<file path="src/rtl/vector_dot_product_seq.sv">
// Operand sequencer for the dot-product engine: gathers element pairs into
// two vectors, starts the engine, and returns its result or a timeout error.
module vector_dot_product_seq #(
  parameter int VECTOR_SIZE    = 4,
  parameter int DATA_WIDTH     = 31,
  parameter int TIMEOUT_CYCLES = 64
) (
  input  logic                  clk,
  input  logic                  reset,
  input  logic                  in_valid,
  output logic                  in_ready,
  input  logic [DATA_WIDTH-1:0] in_a,
  input  logic [DATA_WIDTH-1:0] in_b,
  output logic [DATA_WIDTH-1:0] vec1 [VECTOR_SIZE],
  output logic [DATA_WIDTH-1:0] vec2 [VECTOR_SIZE],
  output logic                  dp_start,
  input  logic                  dp_valid,
  input  logic [DATA_WIDTH-1:0] dp_result,
  output logic                  res_valid,
  input  logic                  res_ready,
  output logic [DATA_WIDTH-1:0] res_data,
  output logic                  res_err,
  output logic                  busy
);

  localparam int IW = $clog2(VECTOR_SIZE);
  localparam int CW = $clog2(TIMEOUT_CYCLES + 1);
  localparam logic [IW-1:0] LAST_IDX = IW'(VECTOR_SIZE - 1);
  localparam logic [CW-1:0] CNT_MAX  = CW'(TIMEOUT_CYCLES - 1);

  typedef enum logic [1:0] {
    S_LOAD,
    S_START,
    S_WAIT,
    S_OUT
  } state_e;

  state_e                state_q;
  logic [IW-1:0]         idx_q;
  logic [CW-1:0]         cnt_q;
  logic [DATA_WIDTH-1:0] vec1_q [VECTOR_SIZE];
  logic [DATA_WIDTH-1:0] vec2_q [VECTOR_SIZE];
  logic [DATA_WIDTH-1:0] res_data_q;
  logic                  res_err_q;
  logic                  res_valid_q;
  logic                  dp_start_q;
  logic                  beat_d;

  assign in_ready  = reset && (state_q == S_LOAD);
  assign busy      = (state_q == S_START) || (state_q == S_WAIT);
  assign beat_d    = in_valid && in_ready;
  assign vec1      = vec1_q;
  assign vec2      = vec2_q;
  assign dp_start  = dp_start_q;
  assign res_valid = res_valid_q;
  assign res_data  = res_data_q;
  assign res_err   = res_err_q;

  always_ff @(posedge clk) begin
    if (!reset) begin
      state_q     <= S_LOAD;
      idx_q       <= '0;
      cnt_q       <= '0;
      res_data_q  <= '0;
      res_err_q   <= 1'b0;
      res_valid_q <= 1'b0;
      dp_start_q  <= 1'b0;
      for (int i = 0; i < VECTOR_SIZE; i++) begin
        vec1_q[i] <= '0;
        vec2_q[i] <= '0;
      end
    end else begin
      dp_start_q <= 1'b0;
      unique case (state_q)
        S_LOAD: begin
          if (beat_d) begin
            vec1_q[idx_q] <= in_a;
            vec2_q[idx_q] <= in_b;
            if (idx_q == LAST_IDX) begin
              idx_q      <= '0;
              state_q    <= S_START;
              dp_start_q <= 1'b1;
            end else begin
              idx_q <= idx_q + 1'b1;
            end
          end
        end
        S_START: begin
          cnt_q   <= '0;
          state_q <= S_WAIT;
        end
        S_WAIT: begin
          // an engine answer wins over a timeout landing in the same cycle
          if (dp_valid) begin
            res_data_q  <= dp_result;
            res_err_q   <= 1'b0;
            res_valid_q <= 1'b1;
            state_q     <= S_OUT;
          end else if (cnt_q == CNT_MAX) begin
            res_data_q  <= '0;
            res_err_q   <= 1'b1;
            res_valid_q <= 1'b1;
            state_q     <= S_OUT;
          end else begin
            cnt_q <= cnt_q + 1'b1;
          end
        end
        S_OUT: begin
          if (res_ready) begin
            res_valid_q <= 1'b0;
            state_q     <= S_LOAD;
          end
        end
        default: state_q <= S_LOAD;
      endcase
    end
  end

endmodule

</file>
<file path="config.mk">
export PLATFORM = sky130hd
export DESIGN_NAME = vector_dot_product_seq
export DESIGN_NICKNAME = d
export VERILOG_FILES = /design/src/rtl/vector_dot_product_seq.sv
export SDC_FILE = /design/constraint.sdc
export NUM_CORES = 1
export LEC_CHECK = 0
export ABC_AREA = 1
export BUFFER_PORTS_ARGS = -buffer_cell sky130_fd_sc_hd__buf_4
export CAP_MARGIN = 20
export CORE_AREA = 5 5 162 180
export DETAILED_ROUTE_END_ITERATION = 7
export DIE_AREA = 0 0 167 185
export GPL_ROUTABILITY_DRIVEN = 0
export PLACE_DENSITY = 0.66
export SYNTH_ARGS = -nofsm -noshare
export SYNTH_HDL_FRONTEND = slang
export SYNTH_SLANG_ARGS = --single-unit
</file>
<file path="constraint.sdc">
create_clock -name clk -period 1.7 [get_ports clk]
set_input_delay 0.17 -clock clk [delete_from_list [all_inputs] [get_ports clk]]
set_output_delay 0.17 -clock clk [all_outputs]
set_load 0.05 [all_outputs]
</file>
# Word-level counts from Yosys, hierarchy flattened
# Index checks and enable logic that the tools add are counted.
# W data, S select, Z words.
# totals
regBits,293
out_inout_bits,284
word_cells,67
# op_classes
addsub,2
order_cmp,2
eq_ne,11
n_mux,22
bitwise,1
n_reduce_logical,14
# op_table
op,count
$bwmux W124,2
$mux W31,3
$demux W31 S2,1
$mux W7,2
$pmux W7 S2,1
$mux W2,6
$reduce_and A3 Y1,3
$ne A2 B2 Y1 const B,4
$pmux W2 S4,1
$add A7 B1 Y7 const B,1
$eq A7 B6 Y1 const B,1
$eq A2 B2 Y1 const B,3
$reduce_bool A2 Y1,3
$mux W1,5
$reduce_and A2 Y1,2
$reduce_and A4 Y1,1
$ge A3 B3 Y1 const B,1
$logic_and A1 B1 Y1,3
$lt A3 B1 Y1 const B,1
$ne A3 B2 Y1 const B,1
$not A2 Y3,1
$add A2 B1 Y2 const B,1
$eq A2 B1 Y1 const B,1
$logic_not A2 Y1,1
other kinds (3),3

# Logic depth before layout (Yosys ltp)
# logic_depth
ltp_word,6
mapped_depth,11
ltp_nobuf,10

# Worst setup path after synthesis
# No wires, ideal clock.
# synth_timing
kind,register to register
from,register state_q[0]
to,"register vec1_q, in the netlist vec1[105]"
setup_ns,0.116
t_arrival_ns,1.440
slack_ns,0.144
path_stages_with_launch,11
path_buffers,1
period_less_slack_ns,1.556
path_cell_list,dfxtp_1 > inv_1 > ha_1 > nand2_2 > inv_4 > nand2_8 > inv_8 > nand2_4 > buf_2 > o21ai_0 > nor2_1
# synth_via
elab_chain_len,4
# synth_rtl
item,line_no,rtl
start: declaration,38,state_e state_q;
start signal: assignment,61,state_q <= S_LOAD;
start signal: assignment,81,state_q <= S_START;
start signal: assignment,90,state_q <= S_WAIT;
$logic_not A2 Y1,49,assign in_ready = reset && (state_q == S_LOAD);
$logic_and A1 B1 Y1,49,
net in_ready,11,"output logic in_ready,"
$logic_and A1 B1 Y1,51,assign beat_d = in_valid && in_ready;
$reduce_and A2 Y1 (no source line),n/a,
end signal: indexed assignment,77,vec1_q[idx_q] <= in_a;
end: declaration,41,logic [DATA_WIDTH-1:0] vec1_q [VECTOR_SIZE];
# The timed path passes the listed nets, and every way through them passes these cells.
# A chain may end at the register's enable or synchronous reset.

# Worst setup path after layout
# layout_timing
from,register state_q[1]
to,output port in_ready
# layout_via
elab_chain_len,2
# layout_rtl
item,line_no
$logic_not A2 Y1,49
$logic_and A1 B1 Y1,49
end: declaration,11
# Every way passes these cells.

==> impl_summary.log <==
INFO  metric cts_max_level = 1
INFO  metric critical_path_buf_inv_count = 3
INFO  metric route.detailed.wl_per_inst = approximately 17 um
INFO  metric horizontal_die_dimension = about 170 um
INFO  metric detail_route.vias_per_cell = around 4.9
INFO  metric synthMuxAreaShare = 0
INFO  metric initial_utilization = 0.390
INFO  metric place.detailed.hpwl = 23400 um
INFO  metric layout_worst_path_cycle_share = 0.954
INFO  metric setup_viol = 0
INFO  metric drt_wl_total = ~37000 um
INFO  metric final.min_clock_period = around 1.6 ns
INFO  metric ys_seq_area_frac = 0.551
INFO  metric number_of_nets_in_the_synthesized_netlist = between 1000 and 1500
INFO  metric static-leakage-power = about 7.0 nW
INFO  metric largest_buffer_count_on_any_clock_path = 3
INFO  metric run_status = finished clean
INFO  metric timing.max_slew.rel_slack = 0.663
INFO  metric ant_nets = 0
INFO  metric hp-class = in -> reg
INFO  metric grt_pass1_vias = 10300
INFO  metric cts-buffers-inserted = 30
INFO  metric fmax = approximately 600 MHz
INFO  metric post_synth_xor_area_fraction = 0
INFO  metric layout-area-overhead-vs-synth = 49.5%
INFO  metric grt_max_degree = 128
INFO  metric dr.pass1.iters = 6
INFO  metric post-route-cell-area = 15900 um^2
INFO  metric post_synth_inst_count = ~1300
INFO  metric synthAdderAreaFrac = 0.0117
INFO  metric coreArea = 27300 um^2
INFO  metric power-per-cell-area = slightly above 1000 nW/um^2
INFO  metric cts_sinks = roughly 300
INFO  metric timing.critical_path.max_delay_family = flip-flops
INFO  metric boundaryPins = 382
INFO  metric drt_drc_violations_left = 0
INFO  metric crit_slowest_cell = dfxtp_1
INFO  metric synth_cell_types = 31
INFO  metric initial_antenna_violation_count = 0
INFO  metric post_dp_cell_area = 13800 um^2
INFO  metric detailedRoute.firstIterationViolations = 565
INFO  metric placementRows = between 60 and 70
INFO  metric reg2reg_slack = 0.09 ns
INFO  metric layout_commonest_cell = nor2_1
INFO  metric post_route_cells_drive_above_1_share = 0.270
INFO  metric irDropWorstVdd = about 0.85 mV
INFO  metric start_kind = register
INFO  metric cp-end-kind = output pin
INFO  metric cp.required = between 1.5 and 2 ns
INFO  metric synth.ff_latch_count = about 300
INFO  metric number_of_vias_in_the_routed_layout = between 10000 and 15000
INFO  metric ys_warn_count = 0
INFO  metric max_cap_viol_count = 0
INFO  metric combinational_family_with_the_most_area_after_synthesis = simple AND/OR/NAND/NOR gates
INFO  metric cts_clock_pin_slew_for_the_worst_setup_and_hold_paths = 0.06 ns
INFO  metric grtUsageTotal = 0.223
INFO  metric worst_slew_pin_slew = a little over 0.5 ns
INFO  metric overflow = 0
INFO  metric cts_tree = built
INFO  metric design.die.area = about 30000 um^2
INFO  metric io_buffers = roughly 380
INFO  metric height_of_the_die = 185 um
INFO  metric setup.worst_path.class = reg -> out
INFO  metric master_cell_of_the_clock_root_buffer = clkbuf_16
INFO  metric hold_viol = 0
INFO  metric path_cells = inv_1 > ha_4 > nand2_2 > inv_4 > buf_6
INFO  metric setup_total_negative_slack = 0 ns
INFO  metric max_stage_delay = around 0.37 ns
INFO  metric crit_arrival = 1.45 ns
INFO  metric synth_area_per_cell = 7.99 um^2
INFO  metric timing.clock.skew = roughly 0.015 ns
INFO  metric synth_simple_gate_area_frac = 0.233
INFO  metric nNetsFinal = 1898
INFO  metric mostFrequentLayoutCells = nor2_1, buf_4, dfxtp_1
INFO  metric synth_area = between 10000 and 15000 um^2
INFO  metric antennaDiodeCount = 0
INFO  metric crit_fanout = 3
INFO  metric grt_pass1_wl = about 57000 um
INFO  metric synth-compound-area-share = 0.139
INFO  metric final_core_utilization = 0.583
INFO  metric slew_violations = 0
INFO  metric clock_insertion_delay_worst_skew = 0.56 ns
-- kinds of logic (layout without fill, tap and decap cells) --
family                   Yosys count  count (layout)
adder cells (fa/ha/maj)           10              10
buffers and inverters            115             593
AND/OR/NAND/NOR                  622             622
AO/OA/AOI/OAI                    293             293
flip-flops                       293             293
-- cells in the mapped netlist --
| master | instances | area share |
|---|---|---|
| nor2_8 | 1 | 0.0019 |
| nor2_1 | 510 | 0.18 |
| inv_8 | 1 | 0.0011 |
| clkinv_1 | 1 | 0.00035 |
| clkbuf_1 | 30 | 0.011 |
| o211ai_1 | 1 | 0.00071 |
| buf_2 | 11 | 0.0052 |
| buf_4 | 4 | 0.0028 |
| clkbuf_2 | 17 | 0.0080 |
| a31oi_1 | 1 | 0.00059 |
| buf_1 | 3 | 0.0011 |
| inv_6 | 2 | 0.0016 |
| nor2_4 | 1 | 0.0011 |
| nand2_8 | 3 | 0.0056 |
| o21ai_0 | 217 | 0.10 |
| inv_1 | 18 | 0.0063 |
| ha_1 | 10 | 0.012 |
| nand2_4 | 1 | 0.0011 |
| nand3_1 | 39 | 0.018 |
| a21oi_1 | 40 | 0.019 |
| inv_2 | 1 | 0.00035 |
| dfxtp_1 | 293 | 0.55 |
| nand2_1 | 61 | 0.022 |
| nand4_1 | 3 | 0.0018 |
| o21ai_1 | 33 | 0.016 |
| nand2_2 | 1 | 0.00059 |
| a211oi_2 | 1 | 0.0012 |
| clkinv_4 | 1 | 0.00082 |
| nand3_2 | 2 | 0.0019 |
| inv_4 | 1 | 0.00059 |
| buf_6 | 25 | 0.026 |
-- final timing paths --
kind,endpoint,depth (start not counted),from
hold / removal,vec2[7],4,in_b[7]
setup reg to reg,vec1[22],10,state_q[1]
setup / recovery,in_ready,5,state_q[1]
hold reg to reg,cnt_q[6],2,cnt_q[6]
-- power by group --
group / leakage, nW / switching (mW) / total (mW) / internal (mW)
Combinational: 4.17 / 1.79 / 2.72 / 0.929
Clock: 0.485 / 2.73 / 6.44 / 3.71
Sequential: 2.38 / 0.154 / 7.30 / 7.14
Total: 7.03 / 4.67 / 16.5 / 11.8
-- worst reg2reg max path, stage by stage, from the launching register on --
cell	delay, ns
dfxtp_1	0.33
inv_1	0.11
ha_4	0.14
nand2_2	0.06
inv_4	0.08
nand2_8	0.08
nor2_8	0.16
buf_6	0.16
buf_12	0.15
o21ai_0	0.12
nor2_1	0.16
-- per-stage QoR --
| stage | power, mW | setup WS, ns | instances | hold WS [ns] |
|---|---|---|---|---|
| after global routing | 17.1 | -0.0145 | 2174 | 0.434 |
| after CTS | 16.6 | 0.0212 | 2167 | 0.394 |
| final | 16.5 | 0.0779 | 2174 | 0.417 |
| after global placement | 9.93 | 0.00127 | 2017 | 0.424 |
| after floorplan | 9.04 | 0.144 | 1333 | 0.305 |
| after detailed placement | 9.96 | -0.0785 | 2017 | 0.432 |
-- flip-flops by register name, summed over array words and instances (netlist names) --
name and count:
vec1 124, dp_start 1, state_q 2, res_valid 1, cnt_q 7, res_data 31, res_err 1, vec2 124
idx_q 2
-- layout make-up --
cell class / count / area (um^2)
Clock buffer: 45 / 917
Clock inverter: 8 / 65.1
Sequential cell: 293 / 5870
Multi-Input combinational cell: 925 / 4110
Fill cell: 2447 / 11400
Timing Repair Buffer: 515 / 4370
Inverter: 25 / 130
Tap cell: 363 / 454
-- repair_timing --
item | in CTS | in global routing
hold endpoints to repair | 283 | 0
gates cloned | 0 | 2
buffers inserted | 0 | 5
hold buffers | 97 | 0
resized for setup | 6 | 26
setup endpoints to repair | 65 | 144
pin swaps | 0 | 2
-- per-layer routing --
metal	share of wire	vias to the layer above	GRT usage
met5	0	-	0
met4	0.042	0	0.0881
met3	0.084	93	0.0617
met2	0.47	409	0.386
met1	0.40	4864	0.265
li1	-	5206	-
(Power assumes the default switching activity.)
